==> config.mk <==
export PLATFORM = sky130hd
export DESIGN_NAME = tim_arbiter
export DESIGN_NICKNAME = d
export VERILOG_FILES = /design/src/rtl/tim_arbiter_pkg.sv /design/src/rtl/tim_arbiter_buffer.sv /design/src/rtl/tim_arbiter.sv
export SDC_FILE = /design/constraint.sdc
export NUM_CORES = 1
export LEC_CHECK = 0
export ABC_AREA = 0
export CAP_MARGIN = 20
export CELL_PAD_IN_SITES_DETAIL_PLACEMENT = 0
export CELL_PAD_IN_SITES_GLOBAL_PLACEMENT = 2
export CORE_MARGIN = 2
export CORE_UTILIZATION = 27
export CTS_CLUSTER_DIAMETER = 80
export DETAILED_ROUTE_END_ITERATION = 6
export PLACE_DENSITY_LB_ADDON = 0.12
export SETUP_SLACK_MARGIN = 0.4
export SLEW_MARGIN = 20
export SYNTH_ARGS = -nofsm -noshare
export SYNTH_HDL_FRONTEND = slang
export SYNTH_SLANG_ARGS = --single-unit
==> constraint.sdc <==
create_clock -name clk -period 1.6 [get_ports clk]
set_input_delay 0.32 -clock clk [delete_from_list [all_inputs] [get_ports clk]]
set_output_delay 0.32 -clock clk [all_outputs]
set_load 0.005 [all_outputs]
==> src/rtl/tim_arbiter_pkg.sv <==
// Shared types for the TIM memory bus arbiter: bus request/response
// bundles, arbiter state, port ids and the buffered-request record.
package tim_arbiter_wires;

    typedef struct packed {
        logic        mem_valid;
        logic        mem_fence;
        logic        mem_instr;
        logic [31:0] mem_addr;
        logic [31:0] mem_wdata;
        logic [3:0]  mem_wstrb;
    } mem_in_type;

    typedef struct packed {
        logic        mem_ready;
        logic [31:0] mem_rdata;
    } mem_out_type;

    typedef enum logic {
        IDLE,
        BUSY
    } arb_state_type;

    typedef enum logic {
        IPORT,
        DPORT
    } arb_port_type;

    typedef struct packed {
        logic       valid;
        mem_in_type req;
    } arb_buf_type;

endpackage

==> src/rtl/tim_arbiter_buffer.sv <==
// One-entry request holding register for one arbiter port.
// Ports: clk, rst (async active-low), load/clear, din in; full, dout out.
module tim_arbiter_buffer
    import tim_arbiter_wires::*;
(
    input  logic       clk,
    input  logic       rst,
    input  logic       load,
    input  logic       clear,
    input  mem_in_type din,
    output logic       full,
    output mem_in_type dout
);

    arb_buf_type slot_q;
    arb_buf_type slot_d;

    // Load wins over clear: a port can hand over its buffered entry
    // and never reloads in the same cycle, but keep the order explicit.
    always_comb begin
        slot_d = slot_q;
        if (clear) begin
            slot_d = '0;
        end
        if (load) begin
            slot_d.valid = 1'b1;
            slot_d.req   = din;
        end
    end

    always_ff @(posedge clk or negedge rst) begin
        if (!rst) begin
            slot_q <= '0;
        end else begin
            slot_q <= slot_d;
        end
    end

    assign full = slot_q.valid;
    assign dout = slot_q.req;

endmodule

==> src/rtl/tim_arbiter.sv <==
// Shares one memory bus between the itim and dtim refill ports.
// Ports: clk, rst (async active-low), iarb_in/darb_in requests,
// iarb_out/darb_out responses, mem_out bus response, mem_in bus request.
module tim_arbiter
    import tim_arbiter_wires::*;
#(
    parameter bit arb_prio = 1'b0
) (
    input  logic        clk,
    input  logic        rst,
    input  mem_in_type  iarb_in,
    output mem_out_type iarb_out,
    input  mem_in_type  darb_in,
    output mem_out_type darb_out,
    input  mem_out_type mem_out,
    output mem_in_type  mem_in
);

    arb_state_type state_q, state_d;
    arb_port_type  gnt_q, gnt_d;
    arb_port_type  last_q, last_d;
    mem_in_type    mem_in_q, mem_in_d;

    logic       ibuf_full, dbuf_full;
    mem_in_type ibuf_dout, dbuf_dout;
    logic       ibuf_ld, ibuf_clr;
    logic       dbuf_ld, dbuf_clr;

    logic       busy, arb_pt;
    logic       fly_i, fly_d;
    logic       done_i, done_d;
    logic       live_i, live_d;
    logic       cand_i, cand_d;
    logic       pick_d;
    mem_in_type req_i, req_d;

    tim_arbiter_buffer u_ibuf (
        .clk   (clk),
        .rst   (rst),
        .load  (ibuf_ld),
        .clear (ibuf_clr),
        .din   (iarb_in),
        .full  (ibuf_full),
        .dout  (ibuf_dout)
    );

    tim_arbiter_buffer u_dbuf (
        .clk   (clk),
        .rst   (rst),
        .load  (dbuf_ld),
        .clear (dbuf_clr),
        .din   (darb_in),
        .full  (dbuf_full),
        .dout  (dbuf_dout)
    );

    assign busy   = (state_q == BUSY);
    assign fly_i  = busy && (gnt_q == IPORT);
    assign fly_d  = busy && (gnt_q == DPORT);
    assign done_i = fly_i && mem_out.mem_ready;
    assign done_d = fly_d && mem_out.mem_ready;
    assign arb_pt = !busy || mem_out.mem_ready;

    // A live request counts only from an idle port, or from the port
    // whose beat completes now (next refill beat); anything else drops.
    assign live_i = iarb_in.mem_valid && !ibuf_full
                 && (!fly_i || done_i);
    assign live_d = darb_in.mem_valid && !dbuf_full
                 && (!fly_d || done_d);

    assign cand_i = ibuf_full || live_i;
    assign cand_d = dbuf_full || live_d;
    assign req_i  = ibuf_full ? ibuf_dout : iarb_in;
    assign req_d  = dbuf_full ? dbuf_dout : darb_in;

    assign pick_d = cand_d
                 && (!cand_i || arb_prio || (last_q == IPORT));

    always_comb begin
        state_d  = state_q;
        gnt_d    = gnt_q;
        last_d   = last_q;
        mem_in_d = mem_in_q;
        ibuf_ld  = 1'b0;
        ibuf_clr = 1'b0;
        dbuf_ld  = 1'b0;
        dbuf_clr = 1'b0;
        if (arb_pt) begin
            if (cand_i || cand_d) begin
                state_d = BUSY;
                if (pick_d) begin
                    gnt_d    = DPORT;
                    last_d   = DPORT;
                    mem_in_d = req_d;
                    dbuf_clr = dbuf_full;
                    ibuf_ld  = live_i;
                end else begin
                    gnt_d    = IPORT;
                    last_d   = IPORT;
                    mem_in_d = req_i;
                    ibuf_clr = ibuf_full;
                    dbuf_ld  = live_d;
                end
            end else begin
                state_d  = IDLE;
                mem_in_d = '0;
            end
        end else begin
            ibuf_ld = live_i;
            dbuf_ld = live_d;
        end
    end

    always_ff @(posedge clk or negedge rst) begin
        if (!rst) begin
            state_q  <= IDLE;
            gnt_q    <= IPORT;
            last_q   <= DPORT;
            mem_in_q <= '0;
        end else begin
            state_q  <= state_d;
            gnt_q    <= gnt_d;
            last_q   <= last_d;
            mem_in_q <= mem_in_d;
        end
    end

    always_comb begin
        iarb_out = '0;
        darb_out = '0;
        if (fly_i) begin
            iarb_out = mem_out;
        end
        if (fly_d) begin
            darb_out = mem_out;
        end
    end

    assign mem_in = mem_in_q;

endmodule

## Yosys cells after proc, flatten, opt, wreduce, memory -nomap -nowiden

Cells that the tools add are included.

| word-level totals | value |
|---|---|
| bits in registers | 218 |
| output and inout port bits | 137 |
| input bits | 177 |

| operators by class | value |
|---|---|
| bitwise gates (word level) | 2 |
| reduce and logical (&&, ||, !) cells | 25 |
| muxes and demuxes | 24 |

Operator list:

| operator | count |
|---|---|
| 72-bit two-way mux | 4 |
| 71-bit two-way mux | 4 |
| 33-bit two-way mux | 2 |
| 1-bit two-way mux | 14 |
| 1-bit logical AND | 9 |
| 1-bit logical OR | 7 |
| 1-bit logical NOT | 6 |
| 2-bit nonzero test | 2 |
| 1-bit NOT | 2 |
| 2-bit AND reduction | 1 |

## Depth between registers and ports, before layout

| logic depth | value |
|---|---|
| depth in word-level cells | 14 |
| gate-level depth with buffers | 7 |

## Modules after synthesis

Synthesis repeated with hierarchy kept, for this count alone.

| second synthesis, totals | value |
|---|---|
| cells, all modules | 835 |
| area total of the unflattened synthesis | 10627.7 um^2 |

Modules (own cells, without submodules):

| module | instances | area an instance (um^2) | cells each |
|---|---|---|---|
| tim_arbiter | 1 | 5467.7 | 513 |
| tim_arbiter_buffer | 2 | 2580.0 | 161 |

## Worst setup path before layout

No wires, ideal clock.

| timing path | value |
|---|---|
| path type | reg-to-reg |
| start point | register last_q |
| end point | register mem_in_q (netlist bit mem_in[0]) |
| path slack | 0.006 ns |
| library setup time | 0.118 ns |
| cell stages (with the launch flop) | 7 |
| data arrival time | 1.476 ns |
| path buffers | 2 |
| cell sequence | dfstp_2 -> buf_2 -> o21ai_1 -> nand3_1 -> clkbuf_1 -> o22ai_1 -> a21o_1 |

| on the way | value |
|---|---|
| cells in the longest elaborated chain, start to end | 5 |

RTL lines:

| item | line | source |
|---|---|---|
| start: declaration | tim_arbiter.sv:21 | `arb_port_type last_q, last_d;` |
| start signal: assignment | tim_arbiter.sv:123 | `last_q <= last_d;` |
| 1-bit NOT | tim_arbiter.sv:77 | `&& (!cand_i \|\| arb_prio \|\| (last_q == IPORT));` |
| 1-bit logical OR | tim_arbiter.sv:77 |  |
| 1-bit logical AND | tim_arbiter.sv:77 |  |
| 71-bit two-way mux | tim_arbiter.sv:91 | `if (pick_d) begin` |
| 71-bit two-way mux | tim_arbiter.sv:89 | `if (cand_i \|\| cand_d) begin` |
| end signal: assignment | tim_arbiter.sv:124 | `mem_in_q <= mem_in_d;` |
| end: declaration | tim_arbiter.sv:22 | `mem_in_type mem_in_q, mem_in_d;` |

Every way passes these cells.
A chain may end at the register's enable or synchronous reset.

## Final worst setup path

| timing path | value |
|---|---|
| start point | register state_q, in the netlist busy |
| end point | register u_ibuf.slot_q (netlist bit u_ibuf.dout[5]) |

| on the way | value |
|---|---|
| cells in the longest elaborated chain, start to end | 12 |

RTL lines:

| item | line | source |
|---|---|---|
| start: declaration | tim_arbiter.sv:19 | `arb_state_type state_q, state_d;` |
| start signal: assignment | tim_arbiter.sv:121 | `state_q <= state_d;` |
| 1-bit logical AND | tim_arbiter.sv:58 | `assign fly_i = busy && (gnt_q == IPORT);` |
| 1-bit logical NOT or 1-bit logical AND (tied branches) | tim_arbiter.sv:67, tim_arbiter.sv:60 |  |
| 1-bit logical OR | tim_arbiter.sv:67 | `&& (!fly_i \|\| done_i);` |
| 1-bit logical AND | tim_arbiter.sv:67 |  |
| 1-bit logical OR | tim_arbiter.sv:71 | `assign cand_i = ibuf_full \|\| live_i;` |
| 1-bit logical NOT | tim_arbiter.sv:77 |  |
| 1-bit logical OR | tim_arbiter.sv:77 |  |
| 1-bit logical AND | tim_arbiter.sv:77 |  |
| 1-bit two-way mux | tim_arbiter.sv:91 |  |
| 1-bit two-way mux | tim_arbiter.sv:89 |  |
| 1-bit two-way mux | tim_arbiter.sv:88 | `if (arb_pt) begin` |
| 72-bit two-way mux or 2-bit nonzero test (tied branches) | n/a |  |
| end signal: assignment | tim_arbiter_buffer.sv:35 | `slot_q <= slot_d;` |
| end: declaration | tim_arbiter_buffer.sv:15 | `arb_buf_type slot_q;` |

Parallel ways exist; a longest one is shown, timed or not.

==> impl_metrics.toml <==
[run_status]
status = "complete, but fails checks"
violations = "negative setup slack"

[yosys]
syn_nets = 1280
synth-seq-cells = 218
seq_area_frac_synth_pct = 47.7
avgSynthCellArea_um2 = 10.4
synth_top_area_cell = "dfrtp_1"
yosys_warnings = 0
mappedNetlistArea_um2 = 11400
netlist_instances = 1103
ys_types = 31
synthTopCellsByArea = "dfrtp_1 (47%), mux2i_1 (24%), nand2_1 (4.7%)"
synth_top_area_share_pct = 47.5

[worst_setup_path]
reg2reg_depth = 11
cp-start-kind = "flop"
required_ns = 2.08
r2r_start = "busy$_DFFE_PN0N_"
crit_arrival_ns = 2.55
critPathKind = "reg2reg"
end_kind = "flop"
r2r_setup_slack_ns = -0.47
path_max_fanout = 5
regToRegEndpoint = "u_ibuf.dout[5]$_DFFE_PN0P_"

[die]
start_util_pct = 27.3
die_w_um = 210
dieArea_um2 = 44000
die_height_um = 210
num_io_pins = 314
core_um2 = 41900
num_rows = 75

[power_and_ir_drop]
power_density_nw_per_um2 = 1710
ir_worst_vdd_mv = 0.904
fin_total_pwr_mw = 31.5
power_leakage_nw = 10.2

[finish]
final_nets = 1703
post-route-util_pct = 44.0
final_cell_area_um2 = 18400
final_cells = 2087
fillCellCount = 4004
drive_above_1_share_pct = 30.1
area_delta_synth_final_pct = 60.9

[detailed_routing]
post_drt_via_cell_ratio = 4.59
vias = 9574
wl_um = 43400
drt_iter0_markers = 368
wl_per_cell_um = 20.8
drtAntennaViolNets = 0
drc = 0
firstDrtPassIters = 4

[global_route]
grt_max_degree = 58
grt_usage_pct = 18.9
grt_pass1_wl_um = 63200
grt-ovfl-total = 0
antenna_found_initial = 2
first_global_vias = 9961

[clocking]
htreeDepth = 1
root_buffer = "clkbuf_16"
cts_buffers = 28
clk_latency_ns = 0.56
cts_buffer_depth = 3
cts_tree = "built"
cts.sinks = 218
cts.reportedPaths.clkPinSlew_ns = 0.06

[sta]
relSlewSlack_pct = 76.5
min_period_over_period_pct = 129
final-setup-viol-count = 263
rsz0062_at_grt = "true"
fmax_mhz = 483
tns_ns = -88.81
worst_pin_slew_ns = 0.353
finalMaxSlewViolations = 0
hold_viol = 0
hold_ws_ns = 0.256
period_needed_ns = 2.07
skew_ns = 0.0176
worst_slack_ns = -0.471

[place]
gp_congestion = 0.749
dpl.hpwl_um = 26800
placed_cells_incl_taps = 1939
placed_area_um2 = 15900
place_ws_ns = -0.614
io_buffers = 313

[min_path]
min_path_type = "in2async"

[job]
maxCapViolCount = 0
==> cell usage in the layout (no fill, tap or decap), types with 3 or more instances in the layout <==
cell type        synthesis  layout
and3_4                   0      33
buf_4                    1      59
buf_6                    9      87
and2_1                  33       3
a21o_1                  71      71
buf_12                   7      43
clkdlybuf4s50_1          0     175
o22ai_2                  0      30
clkinv_2                 0      12
nand2_1                144     143
nor2_1                   7       5
dfrtp_1                217     214
mux2i_1                280     277
and2_4                   0      30
clkbuf_16                0      36
buf_16                   0      22
a21oi_1                  3       3
mux2i_2                  0       3
inv_1                  141     141
buf_2                   28      72
o22ai_1                 70      40
clkbuf_8                 0       6
buf_8                    0       6
nor2b_1                  4       3
==> logic make-up after synthesis <==
group | synth area share [%]
AOI/OAI and AO/OA | 9.23
and+or+nand+nor | 9.34
DFF | 47.7
buffers and inverters | 9.24
muxes | 24.5
==> routing by layer <==
metal | share of wire [%] | routed length [um] | vias to the layer above | track usage (%)
met1 | 47 | 20200 | 4727 | 26.0
met5 | 0.030 | 13 | - | 0
met4 | 1.2 | 520 | 2 | 3.64
met2 | 48 | 20700 | 229 | 31.4
met3 | 4.5 | 1950 | 45 | 3.26
li1 | - | - | 4571 | -
==> cells in the mapped netlist <==
| cell | n |
|---|---|
| a21boi_1 | 1 |
| a21o_1 | 71 |
| a21oi_1 | 3 |
| a31oi_1 | 1 |
| and2_1 | 33 |
| and3_1 | 33 |
| buf_12 | 7 |
| buf_2 | 28 |
| buf_4 | 1 |
| buf_6 | 9 |
| clkbuf_1 | 37 |
| dfrtp_1 | 217 |
| dfstp_2 | 1 |
| inv_1 | 141 |
| mux2i_1 | 280 |
| nand2_1 | 144 |
| nand2b_1 | 1 |
| nand3_1 | 3 |
| nor2_1 | 7 |
| nor2b_1 | 4 |
| nor2b_4 | 1 |
| nor4b_2 | 1 |
| o211ai_2 | 1 |
| o21a_1 | 1 |
| o21ai_1 | 2 |
| o221ai_1 | 1 |
| o22a_1 | 1 |
| o22ai_1 | 70 |
| o311ai_0 | 1 |
| or2_2 | 1 |
| or4_1 | 1 |
==> final cells by class <==
type                    count  area, um^2  share of cell area (%)
multi-input cells         662        5520                    30.0
flip-flops and latches    218        5470                    29.7
repair buffers            475        5310                    28.8
clock buffers              35         787                    4.27
well taps                 539         674                    3.66
inverters                 141         529                    2.87
clock inverters            16         125                   0.680
diodes                      1        2.50                  0.0136
==> registers in the layout, summed over array words and instances, names as in the netlist <==
register / count
mem_in: 71
u_dbuf.dout: 71
u_ibuf.dout: 71
busy: 1
gnt_q: 1
last_q: 1
u_dbuf.full: 1
u_ibuf.full: 1
==> how the worst max path moves through the flow <==
stage | from | to | slack [ns] | depth (start not counted)
floorplan | busy$_DFFE_PN0N_ | u_ibuf.dout[10]$_DFFE_PN0P_ | 0.09 | 7
global placement | mem_out[32] | u_dbuf.dout[3]$_DFFE_PN0P_ | -0.60 | 6
detailed placement | mem_out[32] | u_dbuf.dout[21]$_DFFE_PN0P_ | -0.61 | 6
CTS | busy$_DFFE_PN0N_ | iarb_out[1] | -0.58 | 6
global route | busy$_DFFE_PN0N_ | u_ibuf.dout[60]$_DFFE_PN0P_ | -0.57 | 11
finish | busy$_DFFE_PN0N_ | u_ibuf.dout[5]$_DFFE_PN0P_ | -0.47 | 11
==> power by group <==
| group | internal [mW] | switching, mW | total [mW] |
|---|---|---|---|
| registers | 7.91 | 1.39 | 9.30 |
| clock network | 3.64 | 2.61 | 6.26 |
| logic | 8.89 | 7.04 | 15.9 |
==> critical path: stages (launching register included) <==
cell and delay, ns:
dfrtp_1 0.41, buf_6 0.14, buf_6 0.10, buf_6 0.10, nor2b_4 0.14, buf_4 0.13
buf_6 0.11, a31oi_4 0.21, buf_12 0.19, buf_12 0.12, clkbuf_16 0.15, mux2i_1 0.18
==> what timing repair did <==
item / CTS / global route
setup buffers: 49 / 17
setup endpoints to repair: 355 / 355
hold buffers: 1 / 0
endpoints found under the hold margin: 71 / 0
pin swaps: 24 / 43
gates resized for setup: 628 / 121
cloned: 19 / 10
No activity file was read; power rests on OpenSTA's default activity.
